<file path="config.mk">
export PLATFORM = sky130hd
export DESIGN_NAME = note_hit_scorer_flat
export DESIGN_NICKNAME = d
export VERILOG_FILES = /design/src/rtl/note_hit_scorer_pkg.sv /design/src/rtl/note_hit_scorer_if.sv /design/src/rtl/note_grade_classifier.sv /design/src/rtl/note_hit_scorer.sv /design/src/flat_wrapper.sv
export SDC_FILE = /design/constraint.sdc
export NUM_CORES = 1
export LEC_CHECK = 0
export ABC_AREA = 1
export CORE_AREA = 2 2 112 141
export DETAILED_ROUTE_END_ITERATION = 10
export DIE_AREA = 0 0 114 143
export PLACE_DENSITY = 0.63
export SLEW_MARGIN = 30
export SYNTH_ARGS = -nofsm -noshare
export SYNTH_HDL_FRONTEND = slang
export SYNTH_SLANG_ARGS = --single-unit
</file>
<file path="constraint.sdc">
create_clock -name clk -period 9.05 [get_ports clk]
set_clock_uncertainty 0.2 [all_clocks]
set_input_delay 2.715 -clock clk [delete_from_list [all_inputs] [get_ports clk]]
set_output_delay 2.715 -clock clk [all_outputs]
set_load 0.02 [all_outputs]
</file>
<file path="src/rtl/note_hit_scorer_pkg.sv">
// Shared types and constants for the note hit scorer: grade encodings,
// point values, datapath widths and the grade-to-points lookup.
package note_score_pkg;

  localparam int SCORE_W = 24;
  localparam int COMBO_W = 10;
  localparam int TIME_W  = 18;
  localparam int MULT_W  = 3;
  localparam int PTS_W   = 7;

  typedef enum logic [1:0] {
    GRADE_MISS    = 2'd0,
    GRADE_OK      = 2'd1,
    GRADE_GOOD    = 2'd2,
    GRADE_PERFECT = 2'd3
  } grade_e;

  localparam logic [PTS_W-1:0] PTS_PERFECT = 7'd100;
  localparam logic [PTS_W-1:0] PTS_GOOD    = 7'd50;
  localparam logic [PTS_W-1:0] PTS_OK      = 7'd20;

  function automatic logic [PTS_W-1:0] grade_points(input grade_e g);
    case (g)
      GRADE_PERFECT: return PTS_PERFECT;
      GRADE_GOOD:    return PTS_GOOD;
      GRADE_OK:      return PTS_OK;
      default:       return '0;
    endcase
  endfunction

endpackage

</file>
<file path="src/rtl/note_hit_scorer_if.sv">
// Bundle of the lane scorer's match-event inputs and judgement/score outputs.
// The master side drives match events; the slave side is the scorer.
interface note_hit_scorer_if;
  import note_score_pkg::*;

  logic                song_clear;
  logic [TIME_W-1:0]   song_time;
  logic                match_enable;
  logic [TIME_W-1:0]   match_time;
  logic                judge_valid;
  grade_e              judge_grade;
  logic [COMBO_W-1:0]  combo;
  logic [MULT_W-1:0]   multiplier;
  logic [SCORE_W-1:0]  score;
  logic [COMBO_W-1:0]  max_combo;

  modport master (
    output song_clear, song_time, match_enable, match_time,
    input  judge_valid, judge_grade, combo, multiplier, score, max_combo
  );

  modport slave (
    input  song_clear, song_time, match_enable, match_time,
    output judge_valid, judge_grade, combo, multiplier, score, max_combo
  );

endinterface

</file>
<file path="src/rtl/note_grade_classifier.sv">
// Combinational timing-error grader: maps |error| and the invalid-note flag
// onto MISS/OK/GOOD/PERFECT using nested windows.
module note_grade_classifier
  import note_score_pkg::*;
#(
  parameter int PERFECT_WIN = 3,
  parameter int GOOD_WIN    = 6,
  parameter int OK_WIN      = 10
) (
  input  logic [TIME_W-1:0] err,
  input  logic              invalid,
  output grade_e            grade
);

  always_comb begin
    // Invalid notes always miss, even when the error happens to be zero.
    if (invalid)                         grade = GRADE_MISS;
    else if (err <= TIME_W'(PERFECT_WIN)) grade = GRADE_PERFECT;
    else if (err <= TIME_W'(GOOD_WIN))    grade = GRADE_GOOD;
    else if (err <= TIME_W'(OK_WIN))      grade = GRADE_OK;
    else                                  grade = GRADE_MISS;
  end

endmodule

</file>
<file path="src/rtl/note_hit_scorer.sv">
// Per-lane hit scorer: two-stage grade pipeline feeding combo, multiplier and
// saturating score. Define SCORER_MAX_COMBO_EN to add the best-combo tracker.
module note_hit_scorer
  import note_score_pkg::*;
#(
  parameter int PERFECT_WIN = 3,
  parameter int GOOD_WIN    = 6,
  parameter int OK_WIN      = 10,
  parameter int MULT_STEP   = 10,
  parameter int MULT_MAX    = 4
) (
  input logic              clk,
  input logic              rst_n,
  note_hit_scorer_if.slave bus
);

  localparam int ADD_W = PTS_W + MULT_W;

  logic                s1_valid_q, s1_valid_d;
  logic [TIME_W-1:0]   err_q, err_d;
  logic                invalid_q, invalid_d;
  logic                judge_valid_q, judge_valid_d;
  grade_e              judge_grade_q, judge_grade_d;
  grade_e              s2_grade;
  logic [COMBO_W-1:0]  combo_q, combo_d;
  logic [MULT_W-1:0]   mult_q, mult_d;
  logic [SCORE_W-1:0]  score_q, score_d;

  logic [COMBO_W-1:0]  next_combo;
  logic [COMBO_W-1:0]  tier;
  logic [ADD_W-1:0]    add;
  logic [SCORE_W:0]    sum;

  // Stage 1: capture the absolute timing error and the invalid-note flag.
  always_comb begin
    s1_valid_d = bus.match_enable & ~bus.song_clear;
    err_d      = (bus.song_time >= bus.match_time) ? bus.song_time - bus.match_time
                                                   : bus.match_time - bus.song_time;
    invalid_d  = (bus.match_time == '0);
  end

  note_grade_classifier #(
    .PERFECT_WIN (PERFECT_WIN),
    .GOOD_WIN    (GOOD_WIN),
    .OK_WIN      (OK_WIN)
  ) u_classifier (
    .err     (err_q),
    .invalid (invalid_q),
    .grade   (s2_grade)
  );

  // Stage 2: publish the grade; it holds until the next event.
  always_comb begin
    // NOTE: every always_comb output gets a default first so no path infers a latch.
    judge_valid_d = s1_valid_q & ~bus.song_clear;
    judge_grade_d = judge_grade_q;
    if (bus.song_clear)  judge_grade_d = GRADE_MISS;
    else if (s1_valid_q) judge_grade_d = s2_grade;
  end

  // Accumulators consume the grade during its judge_valid cycle, using the old multiplier.
  always_comb begin
    next_combo = (judge_grade_q == GRADE_MISS) ? '0 :
                 (combo_q == '1)               ? combo_q : combo_q + COMBO_W'(1);
    tier       = next_combo / COMBO_W'(MULT_STEP);
    add        = ADD_W'(grade_points(judge_grade_q)) * ADD_W'(mult_q);
    sum        = {1'b0, score_q} + (SCORE_W+1)'(add);

    combo_d = combo_q;
    mult_d  = mult_q;
    score_d = score_q;
    if (bus.song_clear) begin
      combo_d = '0;
      mult_d  = MULT_W'(1);
      score_d = '0;
    end else if (judge_valid_q) begin
      combo_d = next_combo;
      mult_d  = (tier >= COMBO_W'(MULT_MAX - 1)) ? MULT_W'(MULT_MAX)
                                                 : MULT_W'(tier + COMBO_W'(1));
      score_d = sum[SCORE_W] ? '1 : sum[SCORE_W-1:0];
    end
  end

  always_ff @(posedge clk or negedge rst_n) begin
    if (!rst_n) begin
      // NOTE: the stage-1 data registers are reset as well, so no X ever reaches the grader.
      s1_valid_q    <= 1'b0;
      err_q         <= '0;
      invalid_q     <= 1'b0;
      judge_valid_q <= 1'b0;
      judge_grade_q <= GRADE_MISS;
      combo_q       <= '0;
      mult_q        <= MULT_W'(1);
      score_q       <= '0;
    end else begin
      // NOTE: non-blocking assignments so every flop samples pre-edge values.
      s1_valid_q    <= s1_valid_d;
      err_q         <= err_d;
      invalid_q     <= invalid_d;
      judge_valid_q <= judge_valid_d;
      judge_grade_q <= judge_grade_d;
      combo_q       <= combo_d;
      mult_q        <= mult_d;
      score_q       <= score_d;
    end
  end

`ifdef SCORER_MAX_COMBO_EN
  logic [COMBO_W-1:0] max_combo_q, max_combo_d;

  always_comb begin
    max_combo_d = max_combo_q;
    if (bus.song_clear)                                    max_combo_d = '0;
    else if (judge_valid_q && (next_combo > max_combo_q)) max_combo_d = next_combo;
  end

  always_ff @(posedge clk or negedge rst_n) begin
    if (!rst_n) max_combo_q <= '0;
    else        max_combo_q <= max_combo_d;
  end

  assign bus.max_combo = max_combo_q;
`else
  assign bus.max_combo = '0;
`endif

  assign bus.judge_valid = judge_valid_q;
  assign bus.judge_grade = judge_grade_q;
  assign bus.combo       = combo_q;
  assign bus.multiplier  = mult_q;
  assign bus.score       = score_q;

endmodule

</file>
<file path="src/flat_wrapper.sv">
// flat-port wrapper written by rule: the top's interface ports become plain ports
module note_hit_scorer_flat import note_score_pkg::*;
#(
  parameter int PERFECT_WIN = 3,
  parameter int GOOD_WIN    = 6,
  parameter int OK_WIN      = 10,
  parameter int MULT_STEP   = 10,
  parameter int MULT_MAX    = 4
)
  (clk, rst_n, bus_song_clear, bus_song_time, bus_match_enable, bus_match_time, bus_judge_valid, bus_judge_grade, bus_combo, bus_multiplier, bus_score, bus_max_combo);
  note_hit_scorer_if bus_i ();
  input logic clk;
  input logic rst_n;
  input wire logic [$bits(bus_i.song_clear)-1:0] bus_song_clear;
  input wire logic [$bits(bus_i.song_time)-1:0] bus_song_time;
  input wire logic [$bits(bus_i.match_enable)-1:0] bus_match_enable;
  input wire logic [$bits(bus_i.match_time)-1:0] bus_match_time;
  output wire logic [$bits(bus_i.judge_valid)-1:0] bus_judge_valid;
  output wire logic [$bits(bus_i.judge_grade)-1:0] bus_judge_grade;
  output wire logic [$bits(bus_i.combo)-1:0] bus_combo;
  output wire logic [$bits(bus_i.multiplier)-1:0] bus_multiplier;
  output wire logic [$bits(bus_i.score)-1:0] bus_score;
  output wire logic [$bits(bus_i.max_combo)-1:0] bus_max_combo;
  assign bus_i.song_clear = bus_song_clear;
  assign bus_i.song_time = bus_song_time;
  assign bus_i.match_enable = bus_match_enable;
  assign bus_i.match_time = bus_match_time;
  assign bus_judge_valid = bus_i.judge_valid;
  assign bus_judge_grade = bus_i.judge_grade;
  assign bus_combo = bus_i.combo;
  assign bus_multiplier = bus_i.multiplier;
  assign bus_score = bus_i.score;
  assign bus_max_combo = bus_i.max_combo;
  note_hit_scorer #(.PERFECT_WIN(PERFECT_WIN), .GOOD_WIN(GOOD_WIN), .OK_WIN(OK_WIN), .MULT_STEP(MULT_STEP), .MULT_MAX(MULT_MAX)) u_core (.clk(clk), .rst_n(rst_n), .bus(bus_i));
endmodule
</file>
# Yosys cells after proc, flatten, opt, wreduce, memory -nomap -nowiden
# Cells that the tools add are included.
# totals
register_bits	60
inputBits	40
word_cells	49
# classes
n_addsub	5
mul	1
div	1
order_cmp	5
n_eq_ne	4
muxes	18
bitwise	3
reduce_logical	4
# op_table
operator	count
two-way mux 24 bit	3
two-way mux 10 bit	4
subtractor 18 bit	2
adder 24 x 10 -> 25 bit	1
case mux 7 bit (3 select lines)	1
greater-or-equal comparator 18 bit	1
less-or-equal comparator 18 x 2 -> 1 bit, second input constant	1
less-or-equal comparator 18 x 3 -> 1 bit, second input constant	1
less-or-equal comparator 18 x 4 -> 1 bit, second input constant	1
zero test 18 bit	1
two-way mux 18 bit	1
adder 10 x 1 -> 10 bit, second input constant	1
divider 10 x 4 -> 10 bit, second input constant	1
== test 10 bit, second input constant	1
greater-or-equal comparator 10 x 2 -> 1 bit, second input constant	1
multiplier 7 x 3 -> 10 bit	1
two-way mux 2 bit	5
two-way mux 3 bit	3
== test 2 bit, second input constant	2
nonzero test 2 bit	2
adder 3 x 1 -> 3 bit, second input constant	1
bitwise AND 1 bit	2
== test 2 x 1 -> 1 bit, second input constant	1
zero test 2 bit	1
2 further kinds	2

# Logic depth before layout (Yosys ltp)
# Gate-level depths: netlist of the first run.
# logic_depth
ltp_word	8
depth_mapped	35

# Hierarchy
# Synthesis of the first run repeated with hierarchy kept, for this count alone.
# unflattened
hier_cells	822
hier_area_um2	5941.9
# modules_own_cells
mod	instances	cells_per_inst	area_per_inst_um2	seq_area_each_um2
note_hit_scorer	1	788	5756.8	1502.7
note_grade_classifier	1	34	185.2	0.0

# Worst setup path before layout of the first run
# Ideal clock, no wire load.
# synth_timing
path_kind	input port to flip-flop
start	in bus_match_time[9]
end	reg u_core.err_q[16]
setup_time_ps	130
arrival_ps	4797
setup_slack_ps	3922
cell_stages	15
path_buffers	0
cell_sequence	inv_1 -> ha_1 -> a21oi_1 -> o21ai_0 -> inv_1 -> nand2_1 -> a221oi_1 -> nand3_1 -> clkinv_1 -> o22ai_1 -> nor2_1 -> nor2_1 -> o21ai_0 -> o211ai_1 -> xor2_1
# synth_via
elab_chain_cells	2
elab_cells_between_ends	4
# synth_rtl
element	line	source
start, declared	flat_wrapper.sv:17	input wire logic [$bits(bus_i.match_time)-1:0] bus_match_time;
subtractor 18 bit, or another cell as far along	note_hit_scorer.sv:38	: bus.match_time - bus.song_time;
two-way mux 18 bit *	note_hit_scorer.sv:37	err_d = (bus.song_time >= bus.match_time) ? bus.song_time - bus.match_time
net u_core.err_d[16]	note_hit_scorer.sv:20	logic [TIME_W-1:0] err_q, err_d;
end signal, assigned	note_hit_scorer.sv:98	err_q <= err_d;
end, declared	note_hit_scorer.sv:20	
# Mark *: on every way through the listed nets, which the timed path passes. The rest lies on a longest branch.
# A chain may end at the register's enable or synchronous reset.

# Worst setup path in the final report of the first run
# layout_timing
start	in bus_match_time[13]
end	reg u_core.err_q[16]
# The elaborated chain is that of the path after synthesis.

==> results of run 1 <==
==> cell type report <==
class	instances	share of cell area
tap	182	0.03183
multi-input combinational	586	0.5185
sequential	60	0.2101
inverter	158	0.08309
timing repair buffer	81	0.1119
clock inverter	4	0.01015
clock buffer	12	0.03446
==> state kept, by name (all words and copies together) (netlist names) <==
register,flops
u_core.bus.judge_valid,1
u_core.err_q,18
u_core.bus.multiplier,3
u_core.s1_valid_q,1
u_core.bus.score,24
u_core.bus.judge_grade,2
u_core.bus.combo,10
u_core.invalid_q,1
==> power groups by stage <==
stage / sequential, W / combinational [W] / clock, W
finish: 0.000301 / 0.000173 / 0.000367
global route: 0.000303 / 0.000193 / 0.000385
CTS: 0.000301 / 0.000173 / 0.000374
detailed placement: 0.000305 / 0.000172 / 0
global placement: 0.000305 / 0.000174 / 0
floorplan: 0.000303 / 0.000114 / 0
==> cells in the mapped netlist, drive strengths merged <==
| master | number | area share |
|---|---|---|
| fa | 10 | 0.034 |
| ha | 56 | 0.12 |
| o22ai | 17 | 0.018 |
| or2 | 2 | 0.0021 |
| o311ai | 1 | 0.0015 |
| a21boi | 1 | 0.0013 |
| a2111oi | 1 | 0.0015 |
| a21o | 5 | 0.0064 |
| a32o | 3 | 0.0051 |
| xnor2 | 11 | 0.016 |
| a22oi | 1 | 0.0013 |
| dfrtp | 59 | 0.25 |
| dfstp | 1 | 0.0045 |
| a211oi | 2 | 0.0026 |
| mux2i | 3 | 0.0051 |
| clkbuf | 9 | 0.0057 |
| buf | 11 | 0.013 |
| a32oi | 1 | 0.0015 |
| o21a | 7 | 0.0089 |
| conb | 1 | 0.00064 |
| inv | 155 | 0.099 |
| xor2 | 16 | 0.024 |
| nand3 | 54 | 0.054 |
| nor2 | 65 | 0.049 |
| a31oi | 3 | 0.0032 |
| nand4 | 11 | 0.012 |
| a221oi | 3 | 0.0045 |
| o21ai | 55 | 0.047 |
| nor3 | 11 | 0.0094 |
| o2111ai | 1 | 0.0015 |
| clkinv | 3 | 0.0021 |
| nand2 | 160 | 0.12 |
| o211ai | 6 | 0.0077 |
| a21oi | 55 | 0.047 |
| nor4 | 10 | 0.011 |
| o21bai | 2 | 0.0051 |
| o41ai | 1 | 0.0015 |
| o221ai | 2 | 0.0030 |
==> layer usage <==
layer	track usage	up-vias	part of all wire
met5	0	-	0
met4	0.07895	0	0.031
met3	0.02377	39	0.030
met2	0.3631	120	0.53
met1	0.2116	2541	0.41
li1	-	2822	-
==> cell families (layout without fill, tap and decap cells) <==
family,after synthesis,count (layout),synth area share
and+or+nand+nor,313,313,0.2556
buffers and inverters,178,255,0.1202
AOI/OAI and AO/OA,167,167,0.1694
adders and majority gates,66,66,0.1532
DFF,60,60,0.2556
xor gates and xnor gates,27,27,0.04022
muxes,3,3,0.005108
other,1,10,0.0006378
==> worst min-delay path by stage <==
stage / from / to / slack, ps / depth (start not counted)
2_1_floorplan: u_core.s1_valid_q / u_core.bus.judge_valid / 270 / 2
3_3_place_gp: u_core.bus.score[2] / u_core.bus.score[2] / 320 / 2
3_5_place_dp: u_core.bus.score[2] / u_core.bus.score[2] / 310 / 2
4_1_cts: u_core.bus.score[2] / u_core.bus.score[2] / 320 / 2
5_1_grt: u_core.bus.score[1] / u_core.bus.score[1] / 340 / 2
6_report: u_core.bus.score[1] / u_core.bus.score[1] / 320 / 2
==> tightest hold or removal path: stages, from the launching register on <==
cell	delay, ps
dfrtp_1	370
nand2_1	60
nand2_1	50
==> per-stage QoR <==
step                      area, µm²  std cells  power (W)  hold slack (ps)
final                          7153       1083  0.0008407            317.7
after global routing           7153       1083  0.0008804            343.7
after CTS                      7148       1083  0.0008474            321.3
after detailed placement       6829       1067  0.0004778            308.9
after global placement         6829       1067  0.0004793            315.4
after floorplan                5913        824  0.0004170            270.9
==> flow_summary.json, run 1 <==
{
  "status": "finished clean",
  "grt_max_degree": 61,
  "ys_types": 51,
  "netlist_area_mm2": 0.005879,
  "fin_crit_sh": 0.7288,
  "seqPwrFrac": 0.358,
  "nNetsFinal": 1002,
  "crit_chain": "clkdlybuf4s50_1 -> inv_1 -> ha_1 -> nand2_1 -> nor2_1 -> inv_1 -> nor3_1 -> nand3_1 -> nand3_1 -> clkinv_1 -> o22ai_1 -> nor2_1 -> nor2_1 -> o21ai_0 -> o211ai_1 -> xor2_1",
  "grt_usage": 0.1908,
  "crit_arrival_ps": 6650,
  "cp-end-kind": "flop",
  "rsz0062_at_grt": "false",
  "firstDrtPassIters": 5,
  "cts_tree": "built",
  "hp-class": "flop to flop",
  "setup_ws_ps": 2454,
  "regArea_mm2": 0.001503,
  "critical_path_buf_inv_count": 4,
  "hold_viol": 0,
  "clk_pin_slew_worst_paths_ps": 50,
  "wirelength_um": 15140,
  "wire_per_inst_um": 13.98,
  "io_pins": 90,
  "drt-vias-per-instance": 5.099,
  "cts_setup_buffers": 0,
  "clk_path_buf_depth": 2,
  "start_kind": "input pin",
  "syn_inst": 815,
  "endpoint": "u_core.err_q[16]",
  "antennaDiodeCount": 0,
  "crit_type": "input pin to flop",
  "critPathLaunch": "bus_match_time[13]",
  "p_per_area_mw_per_mm2": 117.5,
  "p_comb_frac": 0.206,
  "cpPeakStageDelay_ps": 700,
  "dp_hpwl_um": 12110,
  "cpLargestDelayFamily": "simple AND/OR/NAND/NOR gates",
  "port_buffers": 79,
  "worst_pin_slew_ps": 916.7,
  "r2r-start": "u_core.bus.judge_grade[0]",
  "fillers": 1513,
  "utilization": 0.4804,
  "cts.sinks": 60,
  "cts.repair.resized": 0,
  "final_common_cell": "inv_1",
  "rr_worst_depth": 23,
  "h-tree-depth": 3,
  "synth_warnings": 0,
  "worstPathRequired_ps": 9100,
  "core_mm2": 0.01489,
  "internal-power_w": 0.0006062,
  "die_x_um": 114,
  "numCtsBuffers": 9,
  "dpl_worst_slack_ps": 2140,
  "rr_endpoint": "u_core.bus.score[17]",
  "power_switching_w": 0.0002345,
  "gp_congestion": 0.9303,
  "cp.depth": 16,
  "final_layout_size_suffix_gt1_frac": 0.07991,
  "maxCapViolations": 0,
  "rows": 50,
  "multi_input_area_mm2": 0.003709,
  "drv_slew": 0,
  "die_y_um": 143,
  "maxClockFrequency_mhz": 151.6,
  "finalSetupTns_ps": 0,
  "overflow": 0,
  "crit_slowest_cell": "nand3_1",
  "leakagePower_nw": 3.696,
  "period_needed_ps": 6596,
  "ir_drop_uv": 94.01,
  "syn2layout_area_growth_pct": 21.66,
  "ant_nets": 0,
  "clkPwrFrac": 0.437,
  "cts-root-buf": "clkbuf_16",
  "cp_common_cell": "nor2_1",
  "cts_hold_buffers": 0,
  "avgSynthCellArea_um2": 7.214,
  "drc_errors": 0,
  "regToRegSetupSlack_ps": 2810,
  "swShare": 0.2789,
  "grt_pass1_wl_um": 24970,
  "die_area_mm2": 0.01630,
  "drt-initial-drc-count": 303,
  "ys_ff_latch": 60,
  "synth-seq-area-share": 0.2556,
  "setup_viol": 0,
  "initial_core_util": 0.3949,
  "antenna_found_initial": 0,
  "path_max_fanout": 24,
  "max_slew_margin": 0.3872,
  "grt_pass1_vias": 5468,
  "vias": 5522,
  "mostFrequentLayoutCells": "inv_1 (148), nand2_1 (138), clkdlybuf4s50_1 (78)",
  "clkLatencyLatePin_ps": 330
}
No activity file was read; power rests on OpenSTA's default activity.
==> run 2, diff against run 1 <==
--- a/config.mk
+++ b/config.mk
@@ -9,7 +9,7 @@
 export CORE_AREA = 2 2 112 141
 export DETAILED_ROUTE_END_ITERATION = 10
 export DIE_AREA = 0 0 114 143
-export PLACE_DENSITY = 0.63
+export PLACE_DENSITY = 0.66
 export SLEW_MARGIN = 30
 export SYNTH_ARGS = -nofsm -noshare
 export SYNTH_HDL_FRONTEND = slang
==> constraint.sdc (replaced) <==
create_clock -name clk -period 5.49 [get_ports clk]
set_clock_uncertainty 0.2 [all_clocks]
set_input_delay 1.647 -clock clk [delete_from_list [all_inputs] [get_ports clk]]
set_output_delay 1.647 -clock clk [all_outputs]
set_load 0.02 [all_outputs]
==> flow_summary.json, run 2 (synthesis gave the netlist of run 1 again) <==
{
  "swShare": 0.2788,
  "die_x_um": 114,
  "cts.sinks": 60,
  "worst_pin_slew_ps": 836.3,
  "maxCapViolations": 0,
  "io_pins": 90,
  "setup_ws_ps": 512.2,
  "r2r-start": "u_core.bus.judge_grade[1]",
  "crit_chain": "clkdlybuf4s50_1 -> inv_1 -> ha_1 -> nand2_1 -> nor2_1 -> inv_1 -> nor4_1 -> nand4_1 -> nand3_1 -> buf_4 -> o21ai_0 -> o21a_1 -> nor4_1 -> a21oi_1 -> xor2_1",
  "antennaDiodeCount": 0,
  "leakagePower_nw": 3.734,
  "grt_usage": 0.1942,
  "crit_slowest_cell": "clkdlybuf4s50_1",
  "finalSetupTns_ps": 0,
  "h-tree-depth": 3,
  "initial_core_util": 0.3949,
  "port_buffers": 79,
  "seqPwrFrac": 0.357,
  "rr_endpoint": "u_core.bus.score[21]",
  "fillers": 1525,
  "gp_congestion": 0.8598,
  "final_common_cell": "inv_1",
  "ant_nets": 0,
  "fin_crit_sh": 0.9067,
  "fin_area_mm2": 0.007199,
  "power_switching_w": 0.0003863,
  "clkPwrFrac": 0.439,
  "cts_hold_buffers": 0,
  "rows": 50,
  "firstDrtPassIters": 5,
  "final_layout_size_suffix_gt1_frac": 0.08710,
  "period_needed_ps": 4978,
  "internal-power_w": 0.0009990,
  "mostFrequentLayoutCells": "inv_1 (148), nand2_1 (138), clkdlybuf4s50_1 (78)",
  "largest_reg_flops": 24,
  "critical_path_buf_inv_count": 4,
  "cts-root-buf": "clkbuf_16",
  "cp-end-kind": "flop",
  "placed_area_mm2": 0.006874,
  "cts_tree": "built",
  "endpoint": "u_core.err_q[15]",
  "crit_arrival_ps": 4990,
  "drc_errors": 0,
  "setup_viol": 0,
  "die_y_um": 143,
  "critPathLaunch": "bus_match_time[7]",
  "syn2layout_area_growth_pct": 22.45,
  "hp-class": "flop to flop",
  "grt_pass1_vias": 5514,
  "path_max_fanout": 18,
  "p_per_area_mw_per_mm2": 192.4,
  "utilization": 0.4835,
  "overflow": 0,
  "cpLargestDelayFamily": "simple AND/OR/NAND/NOR gates",
  "dp_hpwl_um": 12170,
  "rr_worst_depth": 24,
  "start_kind": "input pin",
  "clk_path_buf_depth": 2,
  "clk_pin_slew_worst_paths_ps": 50,
  "antenna_found_initial": 0,
  "wirelength_um": 15160,
  "numCtsBuffers": 9,
  "nNetsFinal": 1008,
  "drt-vias-per-instance": 5.126,
  "worstPathRequired_ps": 5500,
  "ir_drop_uv": 134.0,
  "clkLatencyLatePin_ps": 330,
  "wire_per_inst_um": 13.92,
  "maxClockFrequency_mhz": 200.9,
  "rsz0062_at_grt": "false",
  "grt_pass1_wl_um": 25440,
  "status": "finished clean",
  "p_comb_frac": 0.204,
  "crit_type": "input pin to flop",
  "drv_slew": 0,
  "core_mm2": 0.01489,
  "regToRegSetupSlack_ps": 550,
  "max_slew_margin": 0.4419,
  "cts_setup_buffers": 0,
  "vias": 5582,
  "drt-initial-drc-count": 346,
  "hold_viol": 0,
  "die_area_mm2": 0.01630,
  "dpl_worst_slack_ps": 157.4,
  "cpPeakStageDelay_ps": 510,
  "cp.depth": 15,
  "grt_max_degree": 34
}
[run 2: worst min path at each step]
stage	startpoint	end	slack [ps]	cells past startpoint
after floorplan	u_core.s1_valid_q	u_core.bus.judge_valid	270	2
after global placement	u_core.s1_valid_q	u_core.bus.judge_valid	300	2
after detailed placement	u_core.s1_valid_q	u_core.bus.judge_valid	310	2
after CTS	u_core.bus.score[1]	u_core.bus.score[1]	330	2
after global routing	u_core.bus.score[1]	u_core.bus.score[1]	350	2
final	u_core.s1_valid_q	u_core.bus.judge_valid	320	2
[run 2: metal layers]
metal	GRT usage	part of all wire	wire length [µm]	vias to the layer above
li1	-	-	-	2824
met1	0.2208	0.41	6150	2596
met2	0.3665	0.54	8160	138
met3	0.01995	0.033	497	24
met4	0.07959	0.023	351	0
met5	0	0	0	-
[run 2: cell type report]
| class | instances | area, µm² | share of cell area |
|---|---|---|---|
| inverters | 158 | 594.3 | 0.08255 |
| repair buffers | 87 | 845.8 | 0.1175 |
| flip-flops and latches | 60 | 1503 | 0.2087 |
| clock buffers | 11 | 242.7 | 0.03372 |
| clock inverters | 5 | 75.07 | 0.01043 |
| well taps | 182 | 227.7 | 0.03163 |
| multi-input cells | 586 | 3711 | 0.5155 |
[run 2: worst min-delay path: cells and delay by family, from the launching register on]
kind / cells / cell delay, ps
buffers and inverters: 1 / 60
AND/OR/NAND/NOR: 1 / 70
flip-flops: 1 / 350
[run 2: power groups by stage]
stage          combinational (W)  sequential [W]  clock [W]
6_report                0.000283        0.000495   0.000608
5_1_grt                 0.000320        0.000498   0.000634
4_1_cts                 0.000285        0.000495   0.000617
3_5_place_dp            0.000284        0.000503          0
3_3_place_gp            0.000282        0.000502          0
2_1_floorplan           0.000188        0.000500          0
[run 2: metrics by stage]
stage / instances / power, W / hold WS [ps]
3_5_place_dp: 1073 / 0.0007870 / 306.6
6_report: 1089 / 0.001385 / 321.8
3_3_place_gp: 1073 / 0.0007843 / 303.4
5_1_grt: 1089 / 0.001451 / 347.4
2_1_floorplan: 824 / 0.0006873 / 270.9
4_1_cts: 1089 / 0.001397 / 325.3
[run 2: what timing repair did]
action / CTS / global route
gates resized for setup: 0 / 1
endpoints found under the hold margin: 0 / 0
setup endpoints to repair: 0 / 7
